File: config.mk
export PLATFORM = sky130hd
export DESIGN_NAME = instr_encoder_flat
export DESIGN_NICKNAME = d
export VERILOG_FILES = /design/src/rtl/instr_encoder_if.sv /design/src/rtl/instr_encoder.sv /design/src/flat_wrapper.sv
export SDC_FILE = /design/constraint.sdc
export NUM_CORES = 1
export LEC_CHECK = 0
export CAP_MARGIN = 20
export CORE_ASPECT_RATIO = 0.9
export CORE_UTILIZATION = 46
export DETAILED_ROUTE_END_ITERATION = 6
export MAX_ROUTING_LAYER = met4
export PLACE_DENSITY = 0.83
export REMOVE_ABC_BUFFERS = 1
export SLEW_MARGIN = 20
export SYNTH_ARGS = -nofsm -noshare
export SYNTH_HDL_FRONTEND = slang
export SYNTH_SLANG_ARGS = --single-unit
File: constraint.sdc
create_clock -name clk -period 1.9 [get_ports clk]
set_input_delay 0.19 -clock clk [delete_from_list [all_inputs] [get_ports clk]]
set_output_delay 0.19 -clock clk [all_outputs]
set_load 0.01 [all_outputs]
File: src/rtl/instr_encoder_if.sv
// Request channel from the host/debug port into the instruction encoder.
// Ports: in_valid/in_ready handshake plus all instruction field inputs.
interface instr_encoder_if #(
    parameter int REGI_BITS = 4,
    parameter int VECT_BITS = 2
);
    logic                 in_valid;
    logic                 in_ready;
    logic [3:0]           opcode;
    logic [1:0]           cond;
    logic [REGI_BITS-1:0] ra;
    logic [REGI_BITS-1:0] rb;
    logic [REGI_BITS-1:0] rd;
    logic [VECT_BITS-1:0] va;
    logic [VECT_BITS-1:0] vd;
    logic [7:0]           imm;
    logic [9:0]           jaddr;
    logic [2:0]           sw_org;
    logic [2:0]           sw_dst;

    modport master (
        output in_valid, opcode, cond, ra, rb, rd,
        output va, vd, imm, jaddr, sw_org, sw_dst,
        input  in_ready
    );

    modport slave (
        input  in_valid, opcode, cond, ra, rb, rd,
        input  va, vd, imm, jaddr, sw_org, sw_dst,
        output in_ready
    );
endinterface

File: src/rtl/instr_encoder.sv
// Packs field-level requests into 16-bit instruction words and writes them
// sequentially to instruction memory (one word per 2 cycles).
// Ports: clk, rst_n, start/base_addr control, req (slave request channel),
// mem_we/mem_addr/mem_wdata write port, word_count, done, err, err_code.
module instr_encoder #(
    parameter int MEMO_LINES = 64,
    parameter int ADDR_BITS  = 6
) (
    input  logic                 clk,
    input  logic                 rst_n,
    input  logic                 start,
    input  logic [ADDR_BITS-1:0] base_addr,
    instr_encoder_if.slave       req,
    output logic                 mem_we,
    output logic [ADDR_BITS-1:0] mem_addr,
    output logic [15:0]          mem_wdata,
    output logic [ADDR_BITS:0]   word_count,
    output logic                 done,
    output logic                 err,
    output logic [1:0]           err_code
);
    localparam logic [3:0] OP_CMP   = 4'd0;
    localparam logic [3:0] OP_J     = 4'd1;
    localparam logic [3:0] OP_VXOR  = 4'd2;
    localparam logic [3:0] OP_VXORI = 4'd3;
    localparam logic [3:0] OP_VLD   = 4'd4;
    localparam logic [3:0] OP_VSTR  = 4'd5;
    localparam logic [3:0] OP_VSR   = 4'd6;
    localparam logic [3:0] OP_VSL   = 4'd7;
    localparam logic [3:0] OP_VSWAP = 4'd8;
    localparam logic [3:0] OP_ADD   = 4'd9;
    localparam logic [3:0] OP_SUB   = 4'd10;
    localparam logic [3:0] OP_ADDI  = 4'd11;
    localparam logic [3:0] OP_SUBI  = 4'd12;
    localparam logic [3:0] OP_NOP   = 4'd13;
    localparam logic [3:0] OP_END   = 4'd14;

    localparam logic [ADDR_BITS-1:0] ADDR_MAX = ADDR_BITS'(MEMO_LINES - 1);

    typedef enum logic [2:0] {IDLE, RUN, WRITE, DONE, ERR} state_t;

    state_t               state_q;
    logic [ADDR_BITS-1:0] addr_q;
    logic [ADDR_BITS:0]   cnt_q;
    logic [15:0]          wdata_q;
    logic                 we_q;
    logic                 rdy_q;
    logic                 done_q;
    logic                 err_q;
    logic [1:0]           code_q;
    logic                 end_q;

    logic [15:0]          enc_d;
    logic [1:0]           code_d;

    // Encode the current request; code_d != 0 flags an illegal request.
    always_comb begin
        enc_d       = '0;
        enc_d[3:0]  = req.opcode;
        code_d      = 2'b00;
        case (req.opcode)
            OP_CMP: begin
                enc_d[13:10] = req.ra;
                enc_d[9:6]   = req.rb;
            end
            OP_J: begin
                enc_d[15:14] = req.cond;
                enc_d[13:4]  = req.jaddr;
            end
            OP_VXOR, OP_VSR, OP_VSL: begin
                enc_d[15:14] = req.cond;
                enc_d[12:11] = req.va;
                enc_d[10:9]  = req.vd;
                enc_d[8:5]   = req.ra;
            end
            OP_VXORI: begin
                enc_d[15:14] = req.cond;
                enc_d[12:11] = req.va;
                enc_d[10:9]  = req.vd;
                enc_d[8:4]   = req.imm[4:0];
                if (req.imm > 8'd31) code_d = 2'b10;
            end
            OP_VLD, OP_VSTR: begin
                enc_d[15:14] = req.cond;
                enc_d[13:10] = req.ra;
                // Load names the destination, store names the source.
                enc_d[9:8]   = (req.opcode == OP_VLD) ? req.vd : req.va;
                enc_d[7:5]   = req.imm[2:0];
                if (req.imm > 8'd7) code_d = 2'b10;
            end
            OP_VSWAP: begin
                enc_d[15:14] = req.cond;
                enc_d[13:12] = req.va;
                enc_d[11:10] = req.vd;
                enc_d[9:7]   = req.sw_org;
                enc_d[6:4]   = req.sw_dst;
            end
            OP_ADD, OP_SUB: begin
                enc_d[15:12] = req.ra;
                enc_d[11:8]  = req.rd;
                enc_d[7:4]   = req.rb;
            end
            OP_ADDI, OP_SUBI: begin
                enc_d[15:12] = req.ra;
                enc_d[11:8]  = req.rd;
                enc_d[7:4]   = req.imm[3:0];
                if (req.imm > 8'd15) code_d = 2'b10;
            end
            OP_NOP, OP_END: ;
            default: code_d = 2'b01;
        endcase
    end

    always_ff @(posedge clk or negedge rst_n) begin
        if (!rst_n) begin
            state_q <= IDLE;
            addr_q  <= '0;
            cnt_q   <= '0;
            wdata_q <= '0;
            we_q    <= 1'b0;
            rdy_q   <= 1'b0;
            done_q  <= 1'b0;
            err_q   <= 1'b0;
            code_q  <= 2'b00;
            end_q   <= 1'b0;
        end else if (start) begin
            state_q <= RUN;
            addr_q  <= base_addr;
            cnt_q   <= '0;
            wdata_q <= '0;
            we_q    <= 1'b0;
            rdy_q   <= 1'b1;
            done_q  <= 1'b0;
            err_q   <= 1'b0;
            code_q  <= 2'b00;
            end_q   <= 1'b0;
        end else begin
            case (state_q)
                RUN: begin
                    if (req.in_valid) begin
                        rdy_q <= 1'b0;
                        if (code_d != 2'b00) begin
                            state_q <= ERR;
                            err_q   <= 1'b1;
                            code_q  <= code_d;
                        end else begin
                            state_q <= WRITE;
                            we_q    <= 1'b1;
                            wdata_q <= enc_d;
                            end_q   <= (req.opcode == OP_END);
                        end
                    end
                end
                WRITE: begin
                    we_q  <= 1'b0;
                    cnt_q <= cnt_q + 1'b1;
                    // Address saturates at the last line instead of wrapping.
                    if (addr_q != ADDR_MAX) addr_q <= addr_q + 1'b1;
                    if (end_q) begin
                        state_q <= DONE;
                        done_q  <= 1'b1;
                    end else if (addr_q == ADDR_MAX) begin
                        state_q <= ERR;
                        err_q   <= 1'b1;
                        code_q  <= 2'b11;
                    end else begin
                        state_q <= RUN;
                        rdy_q   <= 1'b1;
                    end
                end
                default: ;
            endcase
        end
    end

    assign req.in_ready = rdy_q;
    assign mem_we       = we_q;
    assign mem_addr     = addr_q;
    assign mem_wdata    = wdata_q;
    assign word_count   = cnt_q;
    assign done         = done_q;
    assign err          = err_q;
    assign err_code     = code_q;
endmodule

File: src/flat_wrapper.sv
// flat-port wrapper written by rule: the top's interface ports become plain ports
module instr_encoder_flat 
#(
    parameter int MEMO_LINES = 64,
    parameter int ADDR_BITS  = 6
)
  (clk, rst_n, start, base_addr, mem_we, mem_addr, mem_wdata, word_count, done, err, err_code, req_in_valid, req_opcode, req_cond, req_ra, req_rb, req_rd, req_va, req_vd, req_imm, req_jaddr, req_sw_org, req_sw_dst, req_in_ready);
  instr_encoder_if #(.REGI_BITS(4), .VECT_BITS(2)) req_i ();
  input  logic clk;
  input  logic rst_n;
  input  logic start;
  input  logic [ADDR_BITS-1:0] base_addr;
  output logic mem_we;
  output logic [ADDR_BITS-1:0] mem_addr;
  output logic [15:0] mem_wdata;
  output logic [ADDR_BITS:0] word_count;
  output logic done;
  output logic err;
  output logic [1:0] err_code;
  input wire logic [$bits(req_i.in_valid)-1:0] req_in_valid;
  input wire logic [$bits(req_i.opcode)-1:0] req_opcode;
  input wire logic [$bits(req_i.cond)-1:0] req_cond;
  input wire logic [$bits(req_i.ra)-1:0] req_ra;
  input wire logic [$bits(req_i.rb)-1:0] req_rb;
  input wire logic [$bits(req_i.rd)-1:0] req_rd;
  input wire logic [$bits(req_i.va)-1:0] req_va;
  input wire logic [$bits(req_i.vd)-1:0] req_vd;
  input wire logic [$bits(req_i.imm)-1:0] req_imm;
  input wire logic [$bits(req_i.jaddr)-1:0] req_jaddr;
  input wire logic [$bits(req_i.sw_org)-1:0] req_sw_org;
  input wire logic [$bits(req_i.sw_dst)-1:0] req_sw_dst;
  output wire logic [$bits(req_i.in_ready)-1:0] req_in_ready;
  assign req_i.in_valid = req_in_valid;
  assign req_i.opcode = req_opcode;
  assign req_i.cond = req_cond;
  assign req_i.ra = req_ra;
  assign req_i.rb = req_rb;
  assign req_i.rd = req_rd;
  assign req_i.va = req_va;
  assign req_i.vd = req_vd;
  assign req_i.imm = req_imm;
  assign req_i.jaddr = req_jaddr;
  assign req_i.sw_org = req_sw_org;
  assign req_i.sw_dst = req_sw_dst;
  assign req_in_ready = req_i.in_ready;
  instr_encoder #(.MEMO_LINES(MEMO_LINES), .ADDR_BITS(ADDR_BITS)) u_core (.clk(clk), .rst_n(rst_n), .start(start), .base_addr(base_addr), .req(req_i), .mem_we(mem_we), .mem_addr(mem_addr), .mem_wdata(mem_wdata), .word_count(word_count), .done(done), .err(err), .err_code(err_code));
endmodule
==> out/qor.txt <==
worst skew pair latency = 290 ps
Power, Total = 2.52 mW
CTS sink count = 39
pre-CTS setup slack = -197 ps
Die W = 82.8 µm
Fill cells = 446
Initial Utilization = 47.7%
RSZ-0062 raised after global routing = yes
placed instance area = 3920 µm²
Slew Limit Fails = 0
die height = 74.7 µm
Final min period = 1830 ps
CTS buffer count = 5
I/O Buffers = 90
Post-Synth XOR/XNOR Area = 3.57%
area added between synthesis and finish = 51.0%
routed vias/inst = 6.17
top post-synthesis cells by area = dfrtp_1 (36%), a21oi_1 (5.2%), mux2i_1 (4.1%), nand2_1 (3.9%), o21ai_0 (3.3%)
Crit-path slowest cell = clkdlybuf4s50_1
leading area contributor after synthesis = dfrtp_1
Post-synth ARST share = 100%
# nets final = 483
Syn Area/Cell = 8.89 µm²
slowest stage delay, CP = 520 ps
Relative slew margins = 69.4%
sequential area share after synthesis = 36.1%
antenna viol nets, final = 0
TritonRoute pass-1 iters = 5
placer congestion estimate = 0.989
vias in the first global route = 2823
root buffer cell = clkbuf_8
final core occ = 72.1%
share of cells above drive strength 1 = 18.3%
P per Cell Area = 619 nW/µm²
Crit Path Category = input port to flip-flop
largest net degree at the start of global routing = 21
CP cell instances = clkdlybuf4s50_1 -> nor2b_1 -> nand3b_1 -> a41oi_2 -> nor2_4 -> o221a_2
Cells after Synth = 304
Synth cell types = 63
# H-tree levels = 2
Post-synth top flop = dfrtp_1
fin area = 4080 µm²
drt wl/cell = 17.8 µm
clk_skew = 4.18 ps
HPWL after DPL = 6630 µm
core area = 5660 µm²
Final Hold Slack = 391 ps
Total GRT Usage = 30.4%
post-synthesis simple-gate area fraction = 18.9%
clock-pin transition on the worst setup and hold timing paths = 80 ps
period utilization = 96.2%
mux share of post-synthesis cell area = 6.16%
Critical Path End Type = flip-flop
post-synthesis adder-cell area fraction = 0.926%
drt total wl = 8820 µm
DRC violations left = 0
Required @ worst endpoint = 2090 ps
io pins = 91
largest family of logic cells by synthesized area = compound AO/OA/AOI/OAI gates
global-route wire length before repair = 13700 µm
antenna cells = 0
antenna violations before repair = 0
gr ovfl total = 0
Die Area = 6180 µm²
leakage power = 1.67 nW
DRT iter0 DRCs = 228
MaxCap Viol Count = 0
FMAX = 547 MHz
# rows = 26
CTS tree = yes
number of flops mapped to enable cells by yosys = 0
Tightest Hold Check Type = input port to asynchronous set/reset pin
Synth top area share = 36.1%
Syn. warnings = 0
area of the mapped netlist = 2700 µm²
Slew @ Worst Pin = 459 ps
Final Hold Viols = 0
CP Data Arrival Time = 2020 ps
status = finished clean
Finish-stage setup viols = 0
Seq cells post-synth = 39
Worst setup SP type = input port
peak fanout along the critical path = 9
Synth Area in Compound Gates = 28.8%
via count = 3058
final worst slack = 71.6 ps
R2R setup slack = 100 ps
Max VDD drop = 493 µV
clk buf depth = 2
==> per-layer routing <==
layer  track usage [%]  vias to the layer above  share of wire [%]
met3              7.27                       23                7.4
met1              39.6                     1480                 42
met2              46.7                      160                 48
li1                  -                     1395                  -
met4              9.39                        0                2.0
met5                 -                        -                  0
==> worst max-delay path: cells and delay by family <==
family,cells,cell delay [ps]
buffers and inverters,1,520
and+or+nand+nor,3,700
AOI/OAI and AO/OA,2,620
==> final timing paths <==
path	start	to	depth (start not counted)
max	req_opcode[0]	u_core.state_q[1]	6
min	rst_n	u_core.mem_wdata[1]	2
max reg2reg	u_core.state_q[0]	u_core.mem_addr[5]	5
min reg2reg	u_core.mem_wdata[7]	u_core.mem_wdata[7]	1
max in group asynchronous	rst_n	u_core.end_q	3
min in group clk	base_addr[5]	u_core.mem_addr[5]	3
==> flip-flops by register name (all words and copies together) (netlist names) <==
register / cells
u_core.state_q: 3
u_core.mem_addr: 6
u_core.req.in_ready: 1
u_core.mem_wdata: 16
u_core.word_count: 7
u_core.err_code: 2
u_core.err: 1
u_core.end_q: 1
u_core.done: 1
u_core.mem_we: 1
==> report_power, final <==
group          switching [mW]  total [mW]  internal (mW)
sequential             0.0651       0.963          0.898
combinational           0.393       0.830          0.438
clock                   0.306       0.731          0.425
total                   0.763        2.52           1.76
==> per-stage QoR <==
step	setup TNS, ps	std cells
2_1_floorplan	-29.3	279
3_3_place_gp	-3090	487
3_5_place_dp	-3550	487
4_1_cts	0	496
5_1_grt	-82.9	496
6_report	0	496
==> cells by family (layout without fill, tap and decap cells) <==
| family | after synthesis | in the layout |
|---|---|---|
| AND/OR/NAND/NOR | 96 | 96 |
| flip-flops | 39 | 39 |
| XOR/XNOR | 11 | 11 |
| adder cells (fa/ha/maj) | 2 | 2 |
| AO/OA/AOI/OAI | 109 | 109 |
| buffers and inverters | 32 | 154 |
| multiplexers | 15 | 15 |
==> cell type report <==
type / instances / area (µm²) / area share, %
multi-input combinational: 233 / 1610 / 39.4
timing repair buffer: 139 / 1270 / 31.0
sequential: 39 / 976 / 23.9
tap: 70 / 87.6 / 2.15
clock buffer: 6 / 82.6 / 2.02
clock inverter: 2 / 35.0 / 0.859
inverter: 7 / 26.3 / 0.644
==> cells in the mapped netlist, types with 6 or more instances <==
cell       number
nor2b_1         6
buf_2          12
clkbuf_1       10
nand2_1        28
a21oi_1        28
mux2i_1        11
o2bb2ai_1      10
nor2_1         14
o21ai_0        18
dfrtp_1        39
xnor2_1         7
a211oi_1        8
nand3_1        14
inv_1           7
==> cell usage in the layout (no fill, tap or decap), types with 3 or more instances in the layout <==
| cell | synthesis | routed |
|---|---|---|
| buf_4 | 0 | 48 |
| inv_1 | 7 | 7 |
| o2bb2ai_1 | 10 | 10 |
| a31oi_1 | 5 | 5 |
| nand3_1 | 14 | 14 |
| a21oi_1 | 28 | 28 |
| a311oi_1 | 4 | 4 |
| and3_1 | 4 | 3 |
| o21ai_0 | 18 | 18 |
| xnor2_1 | 7 | 7 |
| nand4_1 | 4 | 4 |
| nand2b_1 | 3 | 3 |
| mux2i_1 | 11 | 11 |
| a211oi_1 | 8 | 7 |
| clkbuf_8 | 0 | 6 |
| nor3_1 | 5 | 4 |
| nand3b_1 | 5 | 5 |
| mux2_2 | 3 | 3 |
| nor2b_1 | 6 | 6 |
| clkdlybuf4s50_1 | 0 | 89 |
| xor2_1 | 4 | 4 |
| a22oi_1 | 5 | 5 |
| dfrtp_1 | 39 | 39 |
| nor2_1 | 14 | 14 |
| nand2_1 | 28 | 28 |
==> repair_timing <==
action                     in CTS  in global routing
setup buffers                   0                  0
hold buffers                    1                  0
hold endpoints to repair       18                  0
gates resized for setup         0                  7
setup endpoints to repair       0                 16
No activity file was read; power rests on OpenSTA's default activity.
